### config.mk
export PLATFORM = sky130hd
export DESIGN_NAME = rom_arbiter_flat
export DESIGN_NICKNAME = d
export VERILOG_FILES = /design/src/rtl/rom_arbiter_pkg.sv /design/src/rtl/rom_arbiter_if.sv /design/src/rtl/rom_arbiter_arb2_rr.sv /design/src/rtl/rom_arbiter.sv /design/src/flat_wrapper.sv
export SDC_FILE = /design/constraint.sdc
export NUM_CORES = 1
export LEC_CHECK = 0
export ABC_AREA = 1
export BUFFER_PORTS_ARGS = -buffer_cell sky130_fd_sc_hd__buf_4
export CORE_ASPECT_RATIO = 1.5
export CORE_MARGIN = 10
export CORE_UTILIZATION = 40
export CTS_CLUSTER_DIAMETER = 150
export DETAILED_ROUTE_END_ITERATION = 8
export PLACE_DENSITY_LB_ADDON = 0.1
export SLEW_MARGIN = 20
export SYNTH_ARGS = -nofsm -noshare
export SYNTH_HDL_FRONTEND = slang
export SYNTH_HIERARCHICAL = 1
export SYNTH_SLANG_ARGS = --single-unit
### constraint.sdc
create_clock -name clk -period 1.1 [get_ports clk]
set_input_delay 0.055 -clock clk [delete_from_list [all_inputs] [get_ports clk]]
set_output_delay 0.055 -clock clk [all_outputs]
set_load 0.005 [all_outputs]
### src/rtl/rom_arbiter_pkg.sv
// Shared definitions for the instruction-ROM arbiter: bus widths, port ids
// and arbitration mode encodings.
package rom_arbiter_pkg;

    // ROM port widths follow the register bus width.
    localparam int REG_BUS_W  = 32;
    localparam int ROM_ADDR_W = REG_BUS_W;
    localparam int ROM_DATA_W = REG_BUS_W;

    typedef enum logic {
        PORT_M0 = 1'b0,
        PORT_M1 = 1'b1
    } port_e;

    localparam int PRIO_RR    = 0;
    localparam int PRIO_FIXED = 1;

    function automatic logic [1:0] port_onehot(input port_e port);
        return (port == PORT_M1) ? 2'b10 : 2'b01;
    endfunction

endpackage

### src/rtl/rom_arbiter_if.sv
// Requester-side bus of the ROM arbiter: fetch port (m0) and debug/loader
// port (m1). Requesters use the master modport, the arbiter the slave modport.
interface rom_arbiter_if #(
    parameter int ADDR_W = 32,
    parameter int DATA_W = 32
);
    logic              m0_req;
    logic [ADDR_W-1:0] m0_addr;
    logic              m0_gnt;
    logic              m0_flush;
    logic              m0_rvalid;
    logic [DATA_W-1:0] m0_rdata;

    logic              m1_req;
    logic [ADDR_W-1:0] m1_addr;
    logic              m1_gnt;
    logic              m1_rvalid;
    logic [DATA_W-1:0] m1_rdata;

    modport master (
        output m0_req, m0_addr, m0_flush, m1_req, m1_addr,
        input  m0_gnt, m0_rvalid, m0_rdata, m1_gnt, m1_rvalid, m1_rdata
    );

    modport slave (
        input  m0_req, m0_addr, m0_flush, m1_req, m1_addr,
        output m0_gnt, m0_rvalid, m0_rdata, m1_gnt, m1_rvalid, m1_rdata
    );
endinterface

### src/rtl/rom_arbiter_arb2_rr.sv
// Two-way request arbiter with a last-served pointer; round-robin or
// fixed priority (port 0 wins) selected by PRIO_MODE.
module arb2_rr
    import rom_arbiter_pkg::*;
#(
    parameter int PRIO_MODE = PRIO_RR
) (
    input  logic       clk,
    input  logic       rst,
    input  logic [1:0] req_i,
    output logic [1:0] gnt_o
);

    port_e last_q;
    port_e last_d;

    // NOTE: every output of a combinational block gets a default first, so no
    // path leaves it unassigned and no latch is inferred.
    always_comb begin
        gnt_o = 2'b00;
        if (!rst) begin
            case (req_i)
                2'b01:   gnt_o = 2'b01;
                2'b10:   gnt_o = 2'b10;
                2'b11: begin
                    if (PRIO_MODE == PRIO_FIXED || last_q == PORT_M1) begin
                        gnt_o = port_onehot(PORT_M0);
                    end else begin
                        gnt_o = port_onehot(PORT_M1);
                    end
                end
                default: gnt_o = 2'b00;
            endcase
        end
    end

    // The pointer only moves when somebody is actually granted.
    always_comb begin
        last_d = last_q;
        if (gnt_o[0]) begin
            last_d = PORT_M0;
        end else if (gnt_o[1]) begin
            last_d = PORT_M1;
        end
    end

    // NOTE: sequential state is written with non-blocking assignments only, so
    // every flop samples values from before the clock edge.
    always_ff @(posedge clk) begin
        if (rst) begin
            last_q <= PORT_M1;
        end else begin
            last_q <= last_d;
        end
    end

endmodule

### src/rtl/rom_arbiter.sv
// Shares one instruction ROM port between the fetch port and the debug port:
// grant, registered issue stage, registered response stage, fetch flush.
module rom_arbiter
    import rom_arbiter_pkg::*;
#(
    parameter int ADDR_W    = ROM_ADDR_W,
    parameter int DATA_W    = ROM_DATA_W,
    parameter int PRIO_MODE = PRIO_RR
) (
    input  logic              clk,
    input  logic              rst,
    rom_arbiter_if.slave      bus,
    output logic              rom_ce_o,
    output logic [ADDR_W-1:0] rom_addr_o,
    input  logic [DATA_W-1:0] rom_data_i
);

    logic [1:0] gnt;

    arb2_rr #(
        .PRIO_MODE (PRIO_MODE)
    ) u_arb (
        .clk   (clk),
        .rst   (rst),
        .req_i ({bus.m1_req, bus.m0_req}),
        .gnt_o (gnt)
    );

    assign bus.m0_gnt = gnt[0];
    assign bus.m1_gnt = gnt[1];

    // Issue stage: the request being presented to the ROM this cycle.
    logic              iss_vld_q, iss_vld_d;
    port_e             iss_tag_q, iss_tag_d;
    logic [ADDR_W-1:0] iss_addr_q, iss_addr_d;

    // Response stage: per-port valid pulse and held read data.
    logic              m0_rvalid_q, m0_rvalid_d;
    logic              m1_rvalid_q, m1_rvalid_d;
    logic [DATA_W-1:0] m0_rdata_q, m0_rdata_d;
    logic [DATA_W-1:0] m1_rdata_q, m1_rdata_d;

    always_comb begin
        iss_vld_d  = |gnt;
        iss_tag_d  = gnt[1] ? PORT_M1 : PORT_M0;
        iss_addr_d = iss_addr_q;
        if (gnt[1]) begin
            iss_addr_d = bus.m1_addr;
        end else if (gnt[0]) begin
            iss_addr_d = bus.m0_addr;
        end
    end

    // A flush kills only a fetch already sitting in the issue stage; a fetch
    // granted in the flush cycle is the new target and survives.
    always_comb begin
        m0_rvalid_d = iss_vld_q && (iss_tag_q == PORT_M0) && !bus.m0_flush;
        m1_rvalid_d = iss_vld_q && (iss_tag_q == PORT_M1);
        m0_rdata_d  = m0_rvalid_d ? rom_data_i : m0_rdata_q;
        m1_rdata_d  = m1_rvalid_d ? rom_data_i : m1_rdata_q;
    end

    always_ff @(posedge clk) begin
        if (rst) begin
            iss_vld_q   <= 1'b0;
            iss_tag_q   <= PORT_M0;
            iss_addr_q  <= '0;
            m0_rvalid_q <= 1'b0;
            m1_rvalid_q <= 1'b0;
            m0_rdata_q  <= '0;
            m1_rdata_q  <= '0;
        end else begin
            iss_vld_q   <= iss_vld_d;
            iss_tag_q   <= iss_tag_d;
            iss_addr_q  <= iss_addr_d;
            m0_rvalid_q <= m0_rvalid_d;
            m1_rvalid_q <= m1_rvalid_d;
            m0_rdata_q  <= m0_rdata_d;
            m1_rdata_q  <= m1_rdata_d;
        end
    end

    // Outputs read as zero for the whole reset cycle, so a response already in
    // the response stage when reset arrives is never seen by its owner.
    assign rom_ce_o      = iss_vld_q & ~rst;
    assign rom_addr_o    = rst ? '0 : iss_addr_q;
    assign bus.m0_rvalid = m0_rvalid_q & ~rst;
    assign bus.m1_rvalid = m1_rvalid_q & ~rst;
    assign bus.m0_rdata  = rst ? '0 : m0_rdata_q;
    assign bus.m1_rdata  = rst ? '0 : m1_rdata_q;

endmodule
### src/flat_wrapper.sv
// flat-port wrapper written by rule: the top's interface ports become plain ports
module rom_arbiter_flat import rom_arbiter_pkg::*;
#(
    parameter int ADDR_W    = ROM_ADDR_W,
    parameter int DATA_W    = ROM_DATA_W,
    parameter int PRIO_MODE = PRIO_RR
)
  (clk, rst, rom_ce_o, rom_addr_o, rom_data_i, bus_m0_req, bus_m0_addr, bus_m0_flush, bus_m1_req, bus_m1_addr, bus_m0_gnt, bus_m0_rvalid, bus_m0_rdata, bus_m1_gnt, bus_m1_rvalid, bus_m1_rdata);
  rom_arbiter_if #(.ADDR_W(ADDR_W), .DATA_W(DATA_W)) bus_i ();
  input  logic clk;
  input  logic rst;
  output logic rom_ce_o;
  output logic [ADDR_W-1:0] rom_addr_o;
  input  logic [DATA_W-1:0] rom_data_i;
  input wire logic [$bits(bus_i.m0_req)-1:0] bus_m0_req;
  input wire logic [$bits(bus_i.m0_addr)-1:0] bus_m0_addr;
  input wire logic [$bits(bus_i.m0_flush)-1:0] bus_m0_flush;
  input wire logic [$bits(bus_i.m1_req)-1:0] bus_m1_req;
  input wire logic [$bits(bus_i.m1_addr)-1:0] bus_m1_addr;
  output wire logic [$bits(bus_i.m0_gnt)-1:0] bus_m0_gnt;
  output wire logic [$bits(bus_i.m0_rvalid)-1:0] bus_m0_rvalid;
  output wire logic [$bits(bus_i.m0_rdata)-1:0] bus_m0_rdata;
  output wire logic [$bits(bus_i.m1_gnt)-1:0] bus_m1_gnt;
  output wire logic [$bits(bus_i.m1_rvalid)-1:0] bus_m1_rvalid;
  output wire logic [$bits(bus_i.m1_rdata)-1:0] bus_m1_rdata;
  assign bus_i.m0_req = bus_m0_req;
  assign bus_i.m0_addr = bus_m0_addr;
  assign bus_i.m0_flush = bus_m0_flush;
  assign bus_i.m1_req = bus_m1_req;
  assign bus_i.m1_addr = bus_m1_addr;
  assign bus_m0_gnt = bus_i.m0_gnt;
  assign bus_m0_rvalid = bus_i.m0_rvalid;
  assign bus_m0_rdata = bus_i.m0_rdata;
  assign bus_m1_gnt = bus_i.m1_gnt;
  assign bus_m1_rvalid = bus_i.m1_rvalid;
  assign bus_m1_rdata = bus_i.m1_rdata;
  rom_arbiter #(.ADDR_W(ADDR_W), .DATA_W(DATA_W), .PRIO_MODE(PRIO_MODE)) u_core (.clk(clk), .rst(rst), .bus(bus_i), .rom_ce_o(rom_ce_o), .rom_addr_o(rom_addr_o), .rom_data_i(rom_data_i));
endmodule
==> flow_metrics.env, run 1 <==
export IMPL_nets=1048
export IMPL_internal_power_mw=6.22
export IMPL_ys_types=19
export IMPL_yosys_area_top_type_share=0.455
export IMPL_hold_path_depth=3
export IMPL_synthCells=667
export IMPL_combPwrFrac=0.170
export IMPL_first_pass_iters=4
export IMPL_grt_use_total=0.185
export IMPL_grt_pass1_vias=4975
export IMPL_clockPowerShare=0.364
export IMPL_layout_cells_non_filler=1100
export IMPL_io_pins=202
export IMPL_syn_to_final_growth_pct=71.1
export IMPL_synth_area_sq_mm=0.00445
export IMPL_critPathCaptureType="output port"
export IMPL_gp_congestion=0.770
export IMPL_clk_pin_slew_worst_paths_ps=70
export IMPL_wl_per_cell_microns=14.6
export IMPL_die_width_microns=106
export IMPL_setup_viol=34
export IMPL_peakVddDrop_mv=1.04
export IMPL_postRouteAntennaNets=0
export IMPL_worstSkewPairLatency_ps=340
export IMPL_drive_above_1_share=0.336
export IMPL_synth_warning_count=6
export IMPL_cts_hold_buffers=75
export IMPL_layout_commonest_cell="buf_4"
export IMPL_cp_required_ps=1040
export IMPL_pwr_share_seq=0.467
export IMPL_viasPerCell=4.55
export IMPL_grt_ovfl_total=0
export IMPL_hpwl_mm=10.5
export IMPL_rsz0062_at_grt="yes"
export IMPL_seq_area_frac_synth=0.455
export IMPL_min_delay_start="bus_m1_req"
export IMPL_post_route_util=0.696
export IMPL_path_class="reg -> out"
export IMPL_placed_cell_area_sq_mm=0.00621
export IMPL_hold_violations=1
export IMPL_syn_num_nets=768
export IMPL_die_h_microns=149
export IMPL_sw_frac_of_total=0.252
export IMPL_numPortBuffers=201
export IMPL_leakage_nw=3.89
export IMPL_yosys_top_cells_area="dfxtp_1 (45%), nor2_1 (16%), nand2_1 (11%)"
export IMPL_grt_max_degree=45
export IMPL_switchingPower_mw=2.09
export IMPL_fmax_ghz=0.789
export IMPL_stdcell_area_sq_mm=0.00761
export IMPL_cp_max_fo=12
export IMPL_reg2reg_from="u_core/u_arb/last_q"
export IMPL_pre_cts_slack_ps=-122
export IMPL_cp_start_kind="flip-flop"
export IMPL_final_cell_mix="buf_4 (207), nor2_1 (166), nand2_1 (131)"
export IMPL_cts_sinks=101
export IMPL_rr_worst_depth=9
export IMPL_status="finished, violations left"
export IMPL_antenna_found_initial=0
export IMPL_syn_avg_cell_area_sq_um=6.67
export IMPL_fin_crit_ps=1270
export IMPL_drt_iter0_drc=118
export IMPL_whs_ps=-40.6
export IMPL_drv_slew=0
export IMPL_core_sq_mm=0.0109
export IMPL_fin_ws_ps=-168
export IMPL_violations="negative hold slack, negative setup slack"
export IMPL_yosys_area_top_type="dfxtp_1"
export IMPL_clockBufferDepth=2
export IMPL_placedCellCount=1002
export IMPL_cts_tree="built"
export IMPL_finalClockSkew_ps=6.21
export IMPL_initial_core_util=0.407
export IMPL_routed_wl_mm=16.1
export IMPL_p_per_area_mw_per_mm2=1090
export IMPL_hold_path_class="in -> reg"
export IMPL_drc_errors=0
export IMPL_clockRootBuffer="clkbuf_16"
export IMPL_tightest_slew_ps=224
export IMPL_ys_ff_latch=101
export IMPL_cts_htree_levels=3
export IMPL_vias=5000
export IMPL_max_cap_violations=0
export IMPL_critPathLaunch="u_core/u_arb/last_q"
export IMPL_maxSlewHeadroom=0.851
export IMPL_grt_first_pass_wirelength_mm=24.2
export IMPL_placementRows=47
export IMPL_finalCritPeriodShare=1.15
export IMPL_die_area_sq_mm=0.0158
export IMPL_numCtsBuffers=9
export IMPL_worstPathArrival_ps=1210
## cell families (layout without fill, tap and decap cells)
kind of cell | Yosys count | after routing | share of synthesized area
and+or+nand+nor | 379 | 379 | 0.358
buffers and inverters | 152 | 437 | 0.148
AOI/OAI and AO/OA | 35 | 35 | 0.0394
DFF | 101 | 101 | 0.455
other | 0 | 1 | 0
## area by class of cell
class,count,area (sq um)
repair buffers,303,2690
multi-input cells,414,1980
clock inverters,4,32.5
inverters,118,447
diodes,1,2.50
well taps,147,184
fillers,896,3330
flip-flops and latches,101,2030
clock buffers,12,246
## power by group through the flow
stage | clock network [mW] | logic [mW] | registers, mW
finish | 3.02 | 1.41 | 3.88
global placement | 0 | 1.08 | 3.95
floorplan | 0 | 0.504 | 3.95
CTS | 3.10 | 1.34 | 3.87
detailed placement | 0 | 1.10 | 3.96
global route | 3.23 | 1.54 | 3.89
## routing by layer
layer,global-route usage,routed length [microns]
met3,0.0480,960
met2,0.319,8240
met4,0.0931,467
met5,0,0
met1,0.206,6390
## synthesized netlist by cell type
cell      count
nor2_1      184
nand2_1     131
inv_1       114
dfxtp_1     101
nand3_1      45
a21oi_1      34
buf_2        23
nor2_4       11
buf_6         5
nor2_2        4
inv_2         3
nand2_2       3
buf_1         2
buf_4         2
buf_8         1
clkbuf_1      1
clkinv_2      1
nand3_4       1
o21ai_0       1
## stage by stage
step,TNS [ps],power (mW)
floorplan,-572,4.45
global placement,-1470,5.04
detailed placement,-3100,5.06
CTS,-3670,8.31
global route,-8190,8.66
finish,-3470,8.31
## timing repair
action / 4_1_cts / 5_1_grt
endpoints found under the setup margin: 35 / 71
pin swaps: 1 / 9
buffers inserted: 1 / 0
resized for setup: 5 / 64
cloned: 0 / 5
hold endpoints to repair: 85 / 1
## registers in the layout, indices dropped and copies added, names as in the netlist
name and count:
u_core/m0_rvalid_q 1, u_core/iss_tag_q 1, u_core/m1_rvalid_q 1, u_core/m1_rdata_q 32
u_core/iss_vld_q 1, u_core/m0_rdata_q 32, u_core/u_arb/last_q 1, u_core/iss_addr_q 32
## critical path, stage by stage, from the launching register on
cell,delay [ps]
dfxtp_4,350
a21oi_2,210
buf_6,180
buf_4,120
## path summary, 6_finish.rpt
check                               end  slack (ps)
hold / removal      u_core/u_arb/last_q         -40
setup reg to reg   u_core/iss_addr_q[7]        -120
hold reg to reg   u_core/m1_rdata_q[31]         470
setup / recovery             bus_m1_gnt        -170
No activity file was read; power rests on OpenSTA's default activity.
==> inputs of run 2 (changes only) <==
--- a/config.mk
+++ b/config.mk
@@ -12,7 +12,7 @@
 export CORE_UTILIZATION = 40
 export CTS_CLUSTER_DIAMETER = 150
 export DETAILED_ROUTE_END_ITERATION = 8
-export PLACE_DENSITY_LB_ADDON = 0.1
+export PLACE_DENSITY = 0.75
 export SLEW_MARGIN = 20
 export SYNTH_ARGS = -nofsm -noshare
 export SYNTH_HDL_FRONTEND = slang
==> constraint.sdc (replaced) <==
create_clock -name clk -period 1.3 [get_ports clk]
set_input_delay 0.065 -clock clk [delete_from_list [all_inputs] [get_ports clk]]
set_output_delay 0.065 -clock clk [all_outputs]
set_load 0.005 [all_outputs]
==> flow_metrics.env, run 2 (same netlist as run 1, synthesis figures left out) <==
export IMPL_pre_cts_slack_ps=-27.5
export IMPL_grt_use_total=0.201
export IMPL_clockRootBuffer="clkbuf_16"
export IMPL_wl_per_cell_microns=15.9
export IMPL_reg2reg_from="u_core/u_arb/last_q"
export IMPL_whs_ps=15.2
export IMPL_core_sq_mm=0.0109
export IMPL_drv_slew=0
export IMPL_use_met1=0.218
export IMPL_status="finished, final reports clean"
export IMPL_fin_ws_ps=5.71
export IMPL_rsz0062_at_grt="yes"
export IMPL_drc_errors=0
export IMPL_gp_congestion=0.809
export IMPL_tns_ps=0
export IMPL_critPathCaptureType="flip-flop"
export IMPL_cts_tree="built"
export IMPL_maxSlewHeadroom=0.669
export IMPL_clockBufferDepth=2
export IMPL_numPortBuffers=201
export IMPL_cts_htree_levels=3
export IMPL_die_h_microns=149
export IMPL_worstSkewPairLatency_ps=340
export IMPL_hold_path_class="in -> reg"
export IMPL_leakage_nw=4.00
export IMPL_fin_crit_ps=1290
export IMPL_final_cell_mix="buf_4 (218), nor2_1 (183), nand2_1 (120)"
export IMPL_p_per_area_mw_per_mm2=938
export IMPL_nets=1054
export IMPL_min_delay_start="bus_m1_addr[5]"
export IMPL_use_met3=0.0476
export IMPL_grt_most_used_layer="met2"
export IMPL_io_pins=202
export IMPL_vias=5121
export IMPL_finalClockSkew_ps=9.26
export IMPL_use_met2=0.354
export IMPL_grt_pass1_vias=5010
export IMPL_drt_iter0_drc=192
export IMPL_cp_start_kind="flip-flop"
export IMPL_layout_commonest_cell="buf_4"
export IMPL_clk_pin_slew_worst_paths_ps=70
export IMPL_stdcell_area_sq_mm=0.00754
export IMPL_die_area_sq_mm=0.0158
export IMPL_antenna_found_initial=1
export IMPL_syn_to_final_growth_pct=69.5
export IMPL_hpwl_mm=10.8
export IMPL_setup_viol=0
export IMPL_routed_wl_mm=17.6
export IMPL_viasPerCell=4.63
export IMPL_drive_above_1_share=0.317
export IMPL_worstPathArrival_ps=1570
export IMPL_cp_cell_sequence="inv_2, nand2_2, nand2_2, nor2_4, nand2_2, nor2_4, buf_12, nand2_1, nand3_1"
export IMPL_max_cap_violations=0
export IMPL_cp_required_ps=1570
export IMPL_postRouteAntennaNets=0
export IMPL_initial_core_util=0.407
export IMPL_die_width_microns=106
export IMPL_cp_max_fo=11
export IMPL_slowest_delay_ps=350
export IMPL_critPathLaunch="u_core/u_arb/last_q"
export IMPL_placementRows=47
export IMPL_tightest_slew_ps=496
export IMPL_first_pass_iters=5
export IMPL_cts_sinks=101
export IMPL_hold_violations=0
export IMPL_n_fill_cell=872
export IMPL_grt_max_degree=34
export IMPL_grt_ovfl_total=0
export IMPL_grt_first_pass_wirelength_mm=25.6
export IMPL_finalCritPeriodShare=0.996
export IMPL_cp_slowest_cell="dfxtp_2"
export IMPL_placed_cell_area_sq_mm=0.00613
export IMPL_numCtsBuffers=9
export IMPL_largestRegisters="u_core/iss_addr_q: 32 flops, u_core/m0_rdata_q: 32 flops, u_core/m1_rdata_q: 32 flops"
export IMPL_peakVddDrop_mv=0.722
export IMPL_finalPower_mw=7.07
export IMPL_cpMostUsedCell="nand2_2"
export IMPL_fmax_ghz=0.773
export IMPL_path_class="reg -> reg"
-- run 2: changes by cell type in the layout (fill, tap and decap cells not counted), sizes merged --
cell	previous run	this run
inv	118	120
clkinvlp	2	1
buf	224	228
nor2	199	200
diode	1	2
clkinv	2	3
clkbuf	16	13
nand3	46	48
-- run 2: layout make-up --
class / instances / area [sq um] / share of cell area
Timing Repair Buffer: 306 / 2620 / 0.348
Clock buffer: 10 / 229 / 0.0304
Multi-Input combinational cell: 417 / 1970 / 0.262
Tap cell: 147 / 184 / 0.0244
Sequential cell: 101 / 2020 / 0.269
Antenna cell: 2 / 5.00 / 0.000664
Clock inverter: 6 / 53.8 / 0.00714
Inverter: 118 / 444 / 0.0589
-- run 2: stage by stage --
stage | cells | util
after floorplan | 667 | -
after global placement | 1003 | 0.560
after detailed placement | 1003 | 0.560
after CTS | 1097 | 0.659
after global routing | 1106 | 0.689
final | 1107 | 0.689
-- run 2: path summary, 6_finish.rpt --
kind                                               to  slack, ps  cells after the start
worst min register to register  u_core/m1_rdata_q[31]        460                      2
worst max register to register   u_core/iss_addr_q[3]          6                      9
worst min-delay path             u_core/iss_addr_q[5]         20                      5
worst max-delay path             u_core/iss_addr_q[3]          6                      9
-- run 2: where the power goes --
part           switching, mW  internal [mW]  total (mW)
logic                  0.567          0.662        1.23
clock network           1.23           1.33        2.56
registers             0.0472           3.24        3.28
-- run 2: per-layer routing --
layer / vias up / share of wire
met5: - / 0
met4: 0 / 0.045
met3: 50 / 0.063
met2: 214 / 0.52
met1: 2308 / 0.38
li1: 2549 / -
-- run 2: critical path, delay by kind of cell, from the launching register on --
kind                   cells  cell delay [ps]
AND/OR/NAND/NOR            7              660
buffers and inverters      2              210
flip-flops                 1              350
-- run 2: timing repair --
action	in CTS	in global routing
pin swaps	0	11
resized for setup	5	44
hold buffers	75	1
buffers inserted	1	3
cloned	2	5
setup endpoints to repair	64	48
hold endpoints to repair	85	1
